### config.mk
export PLATFORM = sky130hd
export DESIGN_NAME = rfid_picc_mod_axis
export DESIGN_NICKNAME = d
export VERILOG_FILES = /design/src/rtl/rfid_mod_pkg.sv /design/src/rtl/rfid_sine_lut.sv /design/src/rtl/rfid_picc_mod_axis.sv
export SDC_FILE = /design/constraint.sdc
export NUM_CORES = 1
export LEC_CHECK = 0
export BUFFER_PORTS_ARGS = -buffer_cell sky130_fd_sc_hd__buf_2
export CELL_PAD_IN_SITES_DETAIL_PLACEMENT = 1
export CELL_PAD_IN_SITES_GLOBAL_PLACEMENT = 1
export CORE_UTILIZATION = 50
export DETAILED_ROUTE_END_ITERATION = 10
export PLACE_DENSITY_LB_ADDON = 0.1
export SYNTH_ARGS = -nofsm -noshare
export SYNTH_HDL_FRONTEND = slang
export SYNTH_HIERARCHICAL = 1
export SYNTH_SLANG_ARGS = --single-unit
### constraint.sdc
create_clock -name m00_axis_aclk -period 13.44 [get_ports m00_axis_aclk]
set_clock_uncertainty 0.2 [all_clocks]
set_input_delay 0 -clock m00_axis_aclk [delete_from_list [all_inputs] [get_ports m00_axis_aclk]]
set_output_delay 0 -clock m00_axis_aclk [all_outputs]
set_load 0.02 [all_outputs]
### src/rtl/rfid_mod_pkg.sv
// rfid_mod_pkg
// Shared definitions for the PICC load-modulation sample generator:
//   - rfid_state_e       : frame FSM states
//   - BEATS_PER_BIT /
//     BEATS_PER_HALF_SUBC: beat counts for the nominal configuration
//                          (8 samples/carrier, 128 carriers/bit, 16 carriers/subcarrier)
//   - beats_per_bit(), beats_per_half_subc(): the same quantities for any parameter set
//   - odd_parity()       : parity bit that makes byte+parity carry an odd number of ones
package rfid_mod_pkg;

    typedef enum logic [2:0] {
        ST_IDLE,
        ST_SOF,
        ST_DATA,
        ST_PARITY,
        ST_EOF
    } rfid_state_e;

    localparam int unsigned BEATS_PER_BIT       = 8 * 128;
    localparam int unsigned BEATS_PER_HALF_SUBC = 8 * 16 / 2;

    function automatic int unsigned beats_per_bit(input int unsigned spc, input int unsigned etu);
        return spc * etu;
    endfunction

    function automatic int unsigned beats_per_half_subc(input int unsigned spc, input int unsigned subc);
        return spc * subc / 2;
    endfunction

    function automatic logic odd_parity(input logic [7:0] b);
        return ~^b;
    endfunction

endpackage

### src/rtl/rfid_sine_lut.sv
// rfid_sine_lut
// Combinational one-period sine table, amplitude 2^(SAMPLE_W-1)-1, rounded to nearest.
// Ports:
//   phase_in   : table index, 0 .. SAMPLES_PER_CARRIER-1
//   sample_out : signed sample sin(2*pi*phase/SAMPLES_PER_CARRIER)
module rfid_sine_lut #(
    parameter int unsigned SAMPLE_W            = 16,
    parameter int unsigned SAMPLES_PER_CARRIER = 8,
    parameter int unsigned PHASE_W             = $clog2(SAMPLES_PER_CARRIER)
) (
    input  logic        [PHASE_W-1:0]  phase_in,
    output logic signed [SAMPLE_W-1:0] sample_out
);

    logic signed [SAMPLE_W-1:0] lut_w [SAMPLES_PER_CARRIER];

    for (genvar i = 0; i < SAMPLES_PER_CARRIER; i++) begin : g_lut
        localparam real ANGLE = 2.0 * 3.14159265358979323846 * i / SAMPLES_PER_CARRIER;
        localparam real AMP   = (2.0 ** (SAMPLE_W - 1)) - 1.0;
        localparam real RAW   = $sin(ANGLE) * AMP;
        localparam int  VAL   = (RAW >= 0.0) ? $rtoi(RAW + 0.5) : -$rtoi(0.5 - RAW);
        assign lut_w[i] = SAMPLE_W'(VAL);
    end

    assign sample_out = lut_w[phase_in];

endmodule

### src/rtl/rfid_picc_mod_axis.sv
// rfid_picc_mod_axis
// ISO14443A-style PICC load-modulation sample generator on an AXI-Stream master.
// A continuous stream of carrier samples is emitted (one per accepted beat); on request a
// frame (SOF, bytes LSB first with optional odd parity, EOF) is Manchester-coded onto a
// subcarrier that switches the carrier gain between FULL_GAIN and MOD_GAIN.
// Ports:
//   m00_axis_aclk / m00_axis_aresetn : clock, asynchronous active-low reset
//   frame_data_in      : payload, byte 0 in [7:0] sent first
//   frame_num_bytes_in : payload length (0 ignored, > MAX_BYTES clamped)
//   frame_start_in     : single-cycle start request, taken only when idle
//   busy_out           : start accepted .. last frame beat accepted
//   done_out           : one-cycle pulse after the last frame beat is accepted
//   m00_axis_*         : AXI-Stream master, tdata = sign-extended sample
// Build option: define RFID_MOD_PARITY_EN to send an odd-parity bit after every byte.
module rfid_picc_mod_axis
    import rfid_mod_pkg::*;
#(
    parameter int unsigned C_M00_AXIS_TDATA_WIDTH = 32,
    parameter int unsigned SAMPLE_W               = 16,
    parameter int unsigned SAMPLES_PER_CARRIER    = 8,
    parameter int unsigned ETU_CARRIERS           = 128,
    parameter int unsigned SUBC_CARRIERS          = 16,
    parameter int unsigned MAX_BYTES              = 8,
    parameter int unsigned GAIN_W                 = 8,
    parameter int unsigned FULL_GAIN              = 128,
    parameter int unsigned MOD_GAIN               = 96
) (
    input  logic                                m00_axis_aclk,
    input  logic                                m00_axis_aresetn,
    input  logic [MAX_BYTES*8-1:0]              frame_data_in,
    input  logic [$clog2(MAX_BYTES+1)-1:0]      frame_num_bytes_in,
    input  logic                                frame_start_in,
    output logic                                busy_out,
    output logic                                done_out,
    input  logic                                m00_axis_tready,
    output logic                                m00_axis_tvalid,
    output logic                                m00_axis_tlast,
    output logic [C_M00_AXIS_TDATA_WIDTH-1:0]   m00_axis_tdata,
    output logic [C_M00_AXIS_TDATA_WIDTH/8-1:0] m00_axis_tstrb
);

    localparam int unsigned PHASE_W   = $clog2(SAMPLES_PER_CARRIER);
    localparam int unsigned BIT_BEATS = beats_per_bit(SAMPLES_PER_CARRIER, ETU_CARRIERS);
    localparam int unsigned HALF_BIT  = BIT_BEATS / 2;
    localparam int unsigned HSUBC     = beats_per_half_subc(SAMPLES_PER_CARRIER, SUBC_CARRIERS);
    localparam int unsigned BEAT_W    = $clog2(BIT_BEATS);
    localparam int unsigned LEN_W     = $clog2(MAX_BYTES + 1);
    localparam int unsigned IDX_W     = (MAX_BYTES > 1) ? $clog2(MAX_BYTES) : 1;
    localparam int unsigned PROD_W    = SAMPLE_W + GAIN_W + 1;

    localparam logic [GAIN_W-1:0] GAIN_FULL = GAIN_W'(FULL_GAIN);
    localparam logic [GAIN_W-1:0] GAIN_MOD  = GAIN_W'(MOD_GAIN);

    rfid_state_e                       state_q, state_d;
    logic        [PHASE_W-1:0]         phase_q, phase_d;
    logic        [BEAT_W-1:0]          beat_q, beat_d;
    logic        [2:0]                 bit_idx_q, bit_idx_d;
    logic        [IDX_W-1:0]           byte_idx_q, byte_idx_d;
    logic        [IDX_W-1:0]           last_idx_q, last_idx_d;
    logic        [MAX_BYTES*8-1:0]     data_q, data_d;
    logic                              busy_q, busy_d;
    logic                              done_q, done_d;
    logic                              started_q, started_d;
    logic                              tvalid_q, tvalid_d;
    logic                              tlast_q, tlast_d;
    logic [C_M00_AXIS_TDATA_WIDTH-1:0] tdata_q, tdata_d;

    logic                       load, accept, start_ok, bit_end, first_half, mod_half, subc_on;
    logic        [7:0]          cur_byte;
    logic        [GAIN_W-1:0]   gain;
    logic signed [SAMPLE_W-1:0] lut_sample;
    logic signed [PROD_W-1:0]   prod, scaled;
    logic        [LEN_W-1:0]    len_clamped, len_m1;

    rfid_sine_lut #(
        .SAMPLE_W            (SAMPLE_W),
        .SAMPLES_PER_CARRIER (SAMPLES_PER_CARRIER),
        .PHASE_W             (PHASE_W)
    ) u_lut (
        .phase_in   (phase_q),
        .sample_out (lut_sample)
    );

    always_comb begin
        // The output register loads the beat described by the current counters and then
        // advances them; after the very first load every load coincides with an accept.
        load     = started_q && (!tvalid_q || m00_axis_tready);
        accept   = tvalid_q && m00_axis_tready;
        start_ok = frame_start_in && (state_q == ST_IDLE) && !busy_q && (frame_num_bytes_in != '0);

        cur_byte   = data_q[{byte_idx_q, 3'b000} +: 8];
        bit_end    = (32'(beat_q) == BIT_BEATS - 1);
        first_half = (32'(beat_q) < HALF_BIT);
        // The half-bit is a whole number of subcarrier periods, so the subcarrier
        // position follows from the beat count within the bit.
        subc_on    = (((32'(beat_q) / HSUBC) % 2) == 0);

        case (state_q)
            ST_SOF:    mod_half = first_half;
            ST_DATA:   mod_half = cur_byte[bit_idx_q] ? first_half : !first_half;
            ST_PARITY: mod_half = odd_parity(cur_byte) ? first_half : !first_half;
            default:   mod_half = 1'b0;
        endcase

        gain   = (mod_half && subc_on) ? GAIN_MOD : GAIN_FULL;
        prod   = PROD_W'(lut_sample) * PROD_W'($signed({1'b0, gain}));
        scaled = prod >>> (GAIN_W - 1);

        len_clamped = (frame_num_bytes_in > LEN_W'(MAX_BYTES)) ? LEN_W'(MAX_BYTES) : frame_num_bytes_in;
        len_m1      = len_clamped - 1'b1;
    end

    always_comb begin
        state_d    = state_q;
        phase_d    = phase_q;
        beat_d     = beat_q;
        bit_idx_d  = bit_idx_q;
        byte_idx_d = byte_idx_q;
        last_idx_d = last_idx_q;
        data_d     = data_q;
        busy_d     = busy_q;
        done_d     = 1'b0;
        started_d  = 1'b1;
        tvalid_d   = tvalid_q;
        tlast_d    = tlast_q;
        tdata_d    = tdata_q;

        if (load) begin
            tvalid_d = 1'b1;
            tdata_d  = C_M00_AXIS_TDATA_WIDTH'(scaled);
            tlast_d  = (state_q == ST_EOF) && bit_end;
            phase_d  = phase_q + 1'b1;
            if (state_q != ST_IDLE) begin
                beat_d = bit_end ? '0 : beat_q + 1'b1;
                if (bit_end) begin
                    case (state_q)
                        ST_SOF: state_d = ST_DATA;
                        ST_DATA: begin
                            if (bit_idx_q == 3'd7) begin
                                bit_idx_d = '0;
`ifdef RFID_MOD_PARITY_EN
                                state_d = ST_PARITY;
`else
                                if (byte_idx_q == last_idx_q) state_d = ST_EOF;
                                else byte_idx_d = byte_idx_q + 1'b1;
`endif
                            end else begin
                                bit_idx_d = bit_idx_q + 1'b1;
                            end
                        end
                        ST_PARITY: begin
                            if (byte_idx_q == last_idx_q) begin
                                state_d = ST_EOF;
                            end else begin
                                state_d    = ST_DATA;
                                byte_idx_d = byte_idx_q + 1'b1;
                            end
                        end
                        ST_EOF:  state_d = ST_IDLE;
                        default: state_d = ST_IDLE;
                    endcase
                end
            end
        end

        // The FSM is back in IDLE once the EOF tail is loaded, but busy holds until
        // that beat is actually taken downstream.
        if (accept && tlast_q) begin
            busy_d = 1'b0;
            done_d = 1'b1;
        end

        if (start_ok) begin
            state_d    = ST_SOF;
            beat_d     = '0;
            bit_idx_d  = '0;
            byte_idx_d = '0;
            last_idx_d = len_m1[IDX_W-1:0];
            data_d     = frame_data_in;
            busy_d     = 1'b1;
        end
    end

    always_ff @(posedge m00_axis_aclk or negedge m00_axis_aresetn) begin
        if (!m00_axis_aresetn) begin
            state_q    <= ST_IDLE;
            phase_q    <= '0;
            beat_q     <= '0;
            bit_idx_q  <= '0;
            byte_idx_q <= '0;
            last_idx_q <= '0;
            data_q     <= '0;
            busy_q     <= 1'b0;
            done_q     <= 1'b0;
            started_q  <= 1'b0;
            tvalid_q   <= 1'b0;
            tlast_q    <= 1'b0;
            tdata_q    <= '0;
        end else begin
            state_q    <= state_d;
            phase_q    <= phase_d;
            beat_q     <= beat_d;
            bit_idx_q  <= bit_idx_d;
            byte_idx_q <= byte_idx_d;
            last_idx_q <= last_idx_d;
            data_q     <= data_d;
            busy_q     <= busy_d;
            done_q     <= done_d;
            started_q  <= started_d;
            tvalid_q   <= tvalid_d;
            tlast_q    <= tlast_d;
            tdata_q    <= tdata_d;
        end
    end

    assign busy_out        = busy_q;
    assign done_out        = done_q;
    assign m00_axis_tvalid = tvalid_q;
    assign m00_axis_tlast  = tlast_q;
    assign m00_axis_tdata  = tdata_q;
    assign m00_axis_tstrb  = {(C_M00_AXIS_TDATA_WIDTH/8){tvalid_q}};

endmodule

### Yosys cells after proc, flatten, opt, wreduce, memory -nomap -nowiden

Memories as Yosys holds them, arrays and structs flattened.
Cells that the tools add are included.

| storage, ports and cells | value |
|---|---|
| register bits | 112 |
| ROM bits | 128 |
| input bits | 72 |
| memories kept | 1 |

Memories:

| memory | depth | width | rd ports | clocked after Yosys merged registers in | wr ports | RTL line | RTL |
|---|---|---|---|---|---|---|---|
| (no name shown) | 8 | 16 | 1 | 0 | 0 | rfid_sine_lut.sv:25 | `assign sample_out = lut_w[phase_in];` |

| cells by class | value |
|---|---|
| add/subtract/negate cells | 5 |
| multipliers | 1 |
| $lt $le $gt $ge | 4 |
| eq/ne operators | 9 |
| shift operators | 1 |
| muxes and demuxes | 37 |
| bitwise gates (word level) | 1 |
| reduce and logical (&&, ||, !) cells | 27 |

Operator list:

| cell | number |
|---|---|
| indexed part select 64 x 7 -> 8 bit | 1 |
| two-way mux 3 bit | 20 |
| two-way mux 10 bit | 4 |
| zero test 32 bit | 1 |
| two-way mux 16 bit | 2 |
| multiplier 16 x 9 -> 25 bit | 1 |
| adder 10 x 1 -> 10 bit, second input constant | 1 |
| == test 10 bit, second input constant | 1 |
| less-than comparator 10 bit, second input constant | 1 |
| AND reduction 5 bit | 2 |
| nonzero test 2 bit | 5 |
| adder 3 x 1 -> 3 bit, second input constant | 3 |
| one-hot mux 3 bit (3 select lines) | 1 |
| logical AND 1 bit | 8 |
| two-way mux 8 bit | 1 |
| XNOR reduction 8 bit | 1 |
| == test 3 x 2 -> 1 bit, second input constant | 2 |
| == test 3 bit, second input constant | 2 |
| two-way mux 1 bit | 6 |
| inequality test 3 bit, second input constant | 2 |
| one-hot mux 3 bit (2 select lines) | 1 |
| nonzero test 3 bit | 2 |
| greater-or-equal comparator 4 bit, second input constant | 1 |
| > comparator 4 bit, second input constant | 1 |
| 13 further kinds | 15 |

### Longest topological paths before layout

| logic depth | value |
|---|---|
| depth after elaboration | 8 |
| mapped depth | 24 |
| gate-level depth less buffers | 22 |

### Hierarchy

Netlist, hierarchy kept.

Modules (own cells, without submodules):

| module | times used | cells each | area an instance (sq um) | sequential area each (sq um) |
|---|---|---|---|---|
| rfid_picc_mod_axis | 1 | 602 | 7001.7 | 2802.7 |
| rfid_sine_lut | 1 | 18 | 128.9 | 0.0 |

### Worst setup path after synthesis

OpenSTA, ideal clock, no wires.

| timing | value |
|---|---|
| path kind | register to register |
| from | reg byte_idx_q[0] |
| to | reg tdata_q[16] (netlist: m00_axis_tdata[16]) |
| library setup time | 0.087 ns |
| arrival | 5.707 ns |
| required time | 13.153 ns |
| path slack | 7.447 ns |
| stages on the path, launching flop included | 25 |
| path buffers | 2 |
| path through | dfrtp_1 buf_6 buf_8 mux4_2 mux2i_1 xor2_1 xnor2_1 xnor2_1 a211oi_4 o211ai_1 a21boi_1 fa_1 inv_1 ha_1 ha_1 ha_1 fa_1 a21o_1 a21oi_1 o21bai_1 a21oi_1 o21a_1 o211ai_1 a311o_1 o211ai_1 |

| on the way | value |
|---|---|
| longest elaborated chain between the ends | 8 |
| elaborated cells between the ends (all ways) | 10 |

RTL lines:

| item | RTL line | RTL |
|---|---|---|
| start: declaration | rfid_picc_mod_axis.sv:58 | `logic [IDX_W-1:0] byte_idx_q, byte_idx_d;` |
| start signal: assignment | rfid_picc_mod_axis.sv:204 | `byte_idx_q <= byte_idx_d;` |
| indexed part select 64 x 7 -> 8 bit (*) | rfid_picc_mod_axis.sv:91 | `cur_byte = data_q[{byte_idx_q, 3'b000} +: 8];` |
| binary-select mux 1 bit (select 3 bit) | rfid_picc_mod_axis.sv:100 | `ST_DATA: mod_half = cur_byte[bit_idx_q] ? first_half : !first_half;` |
| two-way mux 1 bit (not written as such) | rfid_picc_mod_axis.sv:100 |  |
| two-way mux 1 bit | rfid_picc_mod_axis.sv:100 |  |
| one-hot mux 1 bit (3 select lines) (*) | rfid_picc_mod_axis.sv:98 | `case (state_q)` |
| logical AND 1 bit (*) | rfid_picc_mod_axis.sv:105 | `gain = (mod_half && subc_on) ? GAIN_MOD : GAIN_FULL;` |
| two-way mux 8 bit (*) | rfid_picc_mod_axis.sv:105 |  |
| multiplier 16 x 9 -> 25 bit (*) | rfid_picc_mod_axis.sv:106 | `prod = PROD_W'(lut_sample) * PROD_W'($signed({1'b0, gain}));` |
| end signal: assignment | rfid_picc_mod_axis.sv:212 | `tdata_q <= tdata_d;` |
| end: declaration | rfid_picc_mod_axis.sv:66 | `logic [C_M00_AXIS_TDATA_WIDTH-1:0] tdata_q, tdata_d;` |

Every way passes the cells marked *; elsewhere a longest branch is shown, timed or not. The select of a mux whose other input is x is not followed.
A chain may end at the register's enable or synchronous reset.

### Worst setup path after layout

Same ends and word-level chain as after synthesis.

==> flow_metrics.py <==
metrics = {
    "routing": {
        "ant_nets": 0,
        "post_drt_wl_per_cell_microns": 21.9,
        "drt_first_pass_iters": 4,
        "drt-initial-drc-count": 201,
        "routed_wl_microns": 21100,
        "vias_per_cell": 5.59,
        "post-route-drc-count": 0,
        "via_count": 5387,
    },
    "clocking": {
        "cts.sinks": 112,
        "ctsResizeCount": 0,
        "post-cts-setup-buffer-count": 0,
        "cts_hold_buf": 72,
        "clkTransAtPathRegs_ns": 0.09,
        "clk_path_buf_depth": 2,
        "insertion_delay_ns": 0.37,
        "root_buffer": "clkbuf_16",
        "cts_tree": "yes",
        "cts.htree.levels": 3,
        "numCtsBuffers": 9,
    },
    "place": {
        "place_congestion": 0.804,
        "placement.cell_area_sq_um": 7630,
        "dp_hpwl_microns": 12200,
        "portBuffers": 111,
    },
    "floorplan": {
        "start_util_pct": 51.4,
        "die_w_microns": 121,
        "dieArea_sq_um": 14700,
        "boundaryPins": 112,
        "num_rows": 43,
        "core-area_sq_um": 13900,
        "fp.dieH_microns": 121,
    },
    "sta": {
        "tns_ns": 0,
        "worstMarginPinSlew_ns": 1.13,
        "hold_viol": 0,
        "slew_headroom_pct": 24.7,
        "finalCritPeriodShare_pct": 57.5,
        "post-route-min-period_ns": 7.72,
        "finalSetupViolCount": 0,
        "finalMaxSlewViolations": 0,
        "max_freq_mhz": 129,
        "rsz0062_at_grt": "false",
        "holdWs_ns": 0.0704,
    },
    "grt": {
        "use_met1_pct": 32.9,
        "track_usage_pct": 30.2,
        "grt-ovfl-total": 0,
        "grt_use_met2_pct": 54.0,
        "antenna_found_initial": 3,
        "grt_util_met3_pct": 5.45,
        "first_global_vias": 6104,
        "grt_pass1_wl_microns": 32900,
        "grt_max_degree": 88,
        "busiest_layer": "met2",
    },
    "setup_path": {
        "critical_path.startpoint_type": "register",
        "worstPathMaxFanout": 20,
        "r2r-start": "byte_idx_q[0]$_DFFE_PN0P_",
        "worstPathRequired_ns": 13.51,
        "path_cells": "mux4_1 -> mux2i_1 -> xnor2_1 -> xnor2_1 -> xnor2_1 -> a211oi_4 -> o211ai_1 -> a21boi_1 -> fa_1 -> inv_1 -> ha_1 -> ha_1 -> ha_1 -> fa_1 -> a21o_1 -> a21oi_1 -> o21bai_1 -> a21oi_1 -> o21a_1 -> o211ai_1 -> a311o_1 -> o211ai_1",
        "path_class": "reg -> reg",
        "endpoint_kind": "register",
        "cpPeakStageDelay_ns": 1.10,
        "slowest_stage": "dfrtp_1",
        "arrival_ns": 7.80,
        "crit_start": "byte_idx_q[0]$_DFFE_PN0P_",
    },
    "layout": {
        "area_growth_pct": 21.5,
        "fillers": 1481,
        "drive_above_1_share_pct": 21.6,
        "fin_nets": 918,
        "final_area_sq_um": 8670,
    },
    "synth": {
        "async_flop_share_pct": 100,
        "syn_inst": 620,
        "syn_area_sq_um": 7130,
        "ys_types": 55,
        "avgSynthCellArea_sq_um": 11.5,
        "synth-seq-cells": 112,
        "yosysSeqAreaShare_pct": 39.3,
        "synth_flop_cell": "dfrtp_1",
        "ys_warn_count": 6,
        "synth-edff-count": 0,
    },
    "status": {
        "outcome": "finished clean",
    },
    "min_path": {
        "hp-class": "in -> async",
    },
    "power_and_ir_drop": {
        "leakage_nw": 4.47,
        "power_density_nw_per_um2": 225,
        "max-vdd-ir-drop_mv": 0.139,
    },
    "job": {
        "maxCapViolations": 0,
    },
}
sequential cells by signal (all words and copies together), names as in the netlist:
signal,count
busy_out,1
bit_idx_q,3
byte_idx_q,3
phase_q,3
m00_axis_tvalid,1
done_out,1
beat_q,10
m00_axis_tdata,18
data_q,64
started_q,1
last_idx_q,3
state_q,3
m00_axis_tlast,1
stage by stage:
| step | setup WS [ns] | power, mW | utilization [%] | instances |
|---|---|---|---|---|
| 2_1_floorplan | 7.45 | 1.38 | - | 633 |
| 3_3_place_gp | 6.17 | 1.59 | 55.0 | 874 |
| 3_5_place_dp | 5.86 | 1.63 | 55.0 | 874 |
| 4_1_cts | 5.85 | 1.96 | 62.4 | 962 |
| 5_1_grt | 5.34 | 2.14 | 62.4 | 964 |
| 6_report | 5.72 | 1.95 | 62.4 | 964 |
worst max-delay path, delay by kind of cell, from the launching register on:
| kind | cells | cell delay [ns] |
|---|---|---|
| muxes | 2 | 1.03 |
| buffers and inverters | 1 | 0.04 |
| adders and majority gates | 5 | 1.76 |
| DFF | 1 | 1.10 |
| xor gates and xnor gates | 3 | 0.53 |
| AOI/OAI and AO/OA | 11 | 2.96 |
synthesized netlist by cell type (4+ instances only):
| master | n | area, sq um |
|---|---|---|
| nand2_1 | 45 | 169 |
| a21o_1 | 4 | 30.0 |
| dfrtp_1 | 112 | 2800 |
| mux4_2 | 15 | 338 |
| a21oi_1 | 14 | 70.1 |
| a21boi_1 | 12 | 90.1 |
| mux2i_1 | 12 | 120 |
| buf_6 | 4 | 45.0 |
| buf_4 | 30 | 225 |
| xnor2_1 | 20 | 175 |
| inv_1 | 39 | 146 |
| nor3_1 | 7 | 35.0 |
| o21ai_0 | 5 | 25.0 |
| o211ai_2 | 11 | 138 |
| ha_1 | 55 | 688 |
| clkbuf_1 | 10 | 37.5 |
| buf_1 | 5 | 18.8 |
| o21bai_1 | 7 | 52.6 |
| xor2_1 | 15 | 131 |
| o21ai_1 | 17 | 85.1 |
| nand2b_1 | 7 | 43.8 |
| mux2_1 | 65 | 732 |
| o211ai_1 | 4 | 30.0 |
| fa_1 | 14 | 280 |
| and3_1 | 7 | 43.8 |
| nor2_1 | 34 | 128 |
| nand3_1 | 8 | 40.0 |
routing by layer:
layer	part of all wire (%)	wire [microns]
met3	3.3	702
met5	0	0
met1	37	7900
met4	5.4	1150
met2	54	11300
cells by family (layout without fill, tap and decap cells):
group / count (synthesis) / count (layout) / share of synthesized area, %
AOI/OAI and AO/OA: 90 / 90 / 9.41
xor gates and xnor gates: 36 / 36 / 4.53
adders and majority gates: 69 / 69 / 13.6
buffers and inverters: 92 / 241 / 7.05
DFF: 112 / 112 / 39.3
muxes: 97 / 97 / 18.2
other: 1 / 16 / 0.0526
and+or+nand+nor: 123 / 123 / 7.86
where the power goes:
group | switching (mW) | internal [mW]
registers | 0.0317 | 0.376
logic | 0.727 | 0.525
clock network | 0.154 | 0.134
cells in the final DEF (no fill, tap or decap), types with 14 or more instances in the layout:
cell | netlist | routed
dfrtp_1 | 112 | 112
nor2_1 | 34 | 34
inv_1 | 39 | 39
buf_2 | 3 | 110
o21ai_1 | 17 | 16
xor2_1 | 15 | 15
mux4_2 | 15 | 15
xnor2_1 | 20 | 20
fa_1 | 14 | 14
mux2_1 | 65 | 65
a21oi_1 | 14 | 14
dlygate4sd3_1 | 0 | 72
conb_1 | 1 | 14
nand2_1 | 45 | 45
ha_1 | 55 | 55
final cells by class:
type | instances | area [sq um] | share of cell area [%]
multi-input cells | 429 | 3880 | 44.8
flip-flops and latches | 112 | 2800 | 32.3
repair buffers | 186 | 1300 | 15.0
clock buffers | 9 | 225 | 2.60
well taps | 180 | 225 | 2.60
inverters | 39 | 146 | 1.69
clock inverters | 7 | 81.3 | 0.938
diodes | 2 | 5.00 | 0.0577
final timing paths:
kind                                                    to  slack (ns)  cells after the start
min in group m00_axis_aclk           data_q[5]$_DFFE_PN0P_        0.19                      3
hold reg to reg              m00_axis_tdata[2]$_DFFE_PN0P_        0.29                      2
setup / recovery            m00_axis_tdata[16]$_DFFE_PN0P_        5.72                     22
max in group asynchronous           data_q[37]$_DFFE_PN0P_       11.77                      3
hold / removal               m00_axis_tdata[4]$_DFFE_PN0P_        0.07                      2
setup reg to reg            m00_axis_tdata[16]$_DFFE_PN0P_        5.72                     22
Note: power is estimated with default switching activity, not from simulation.
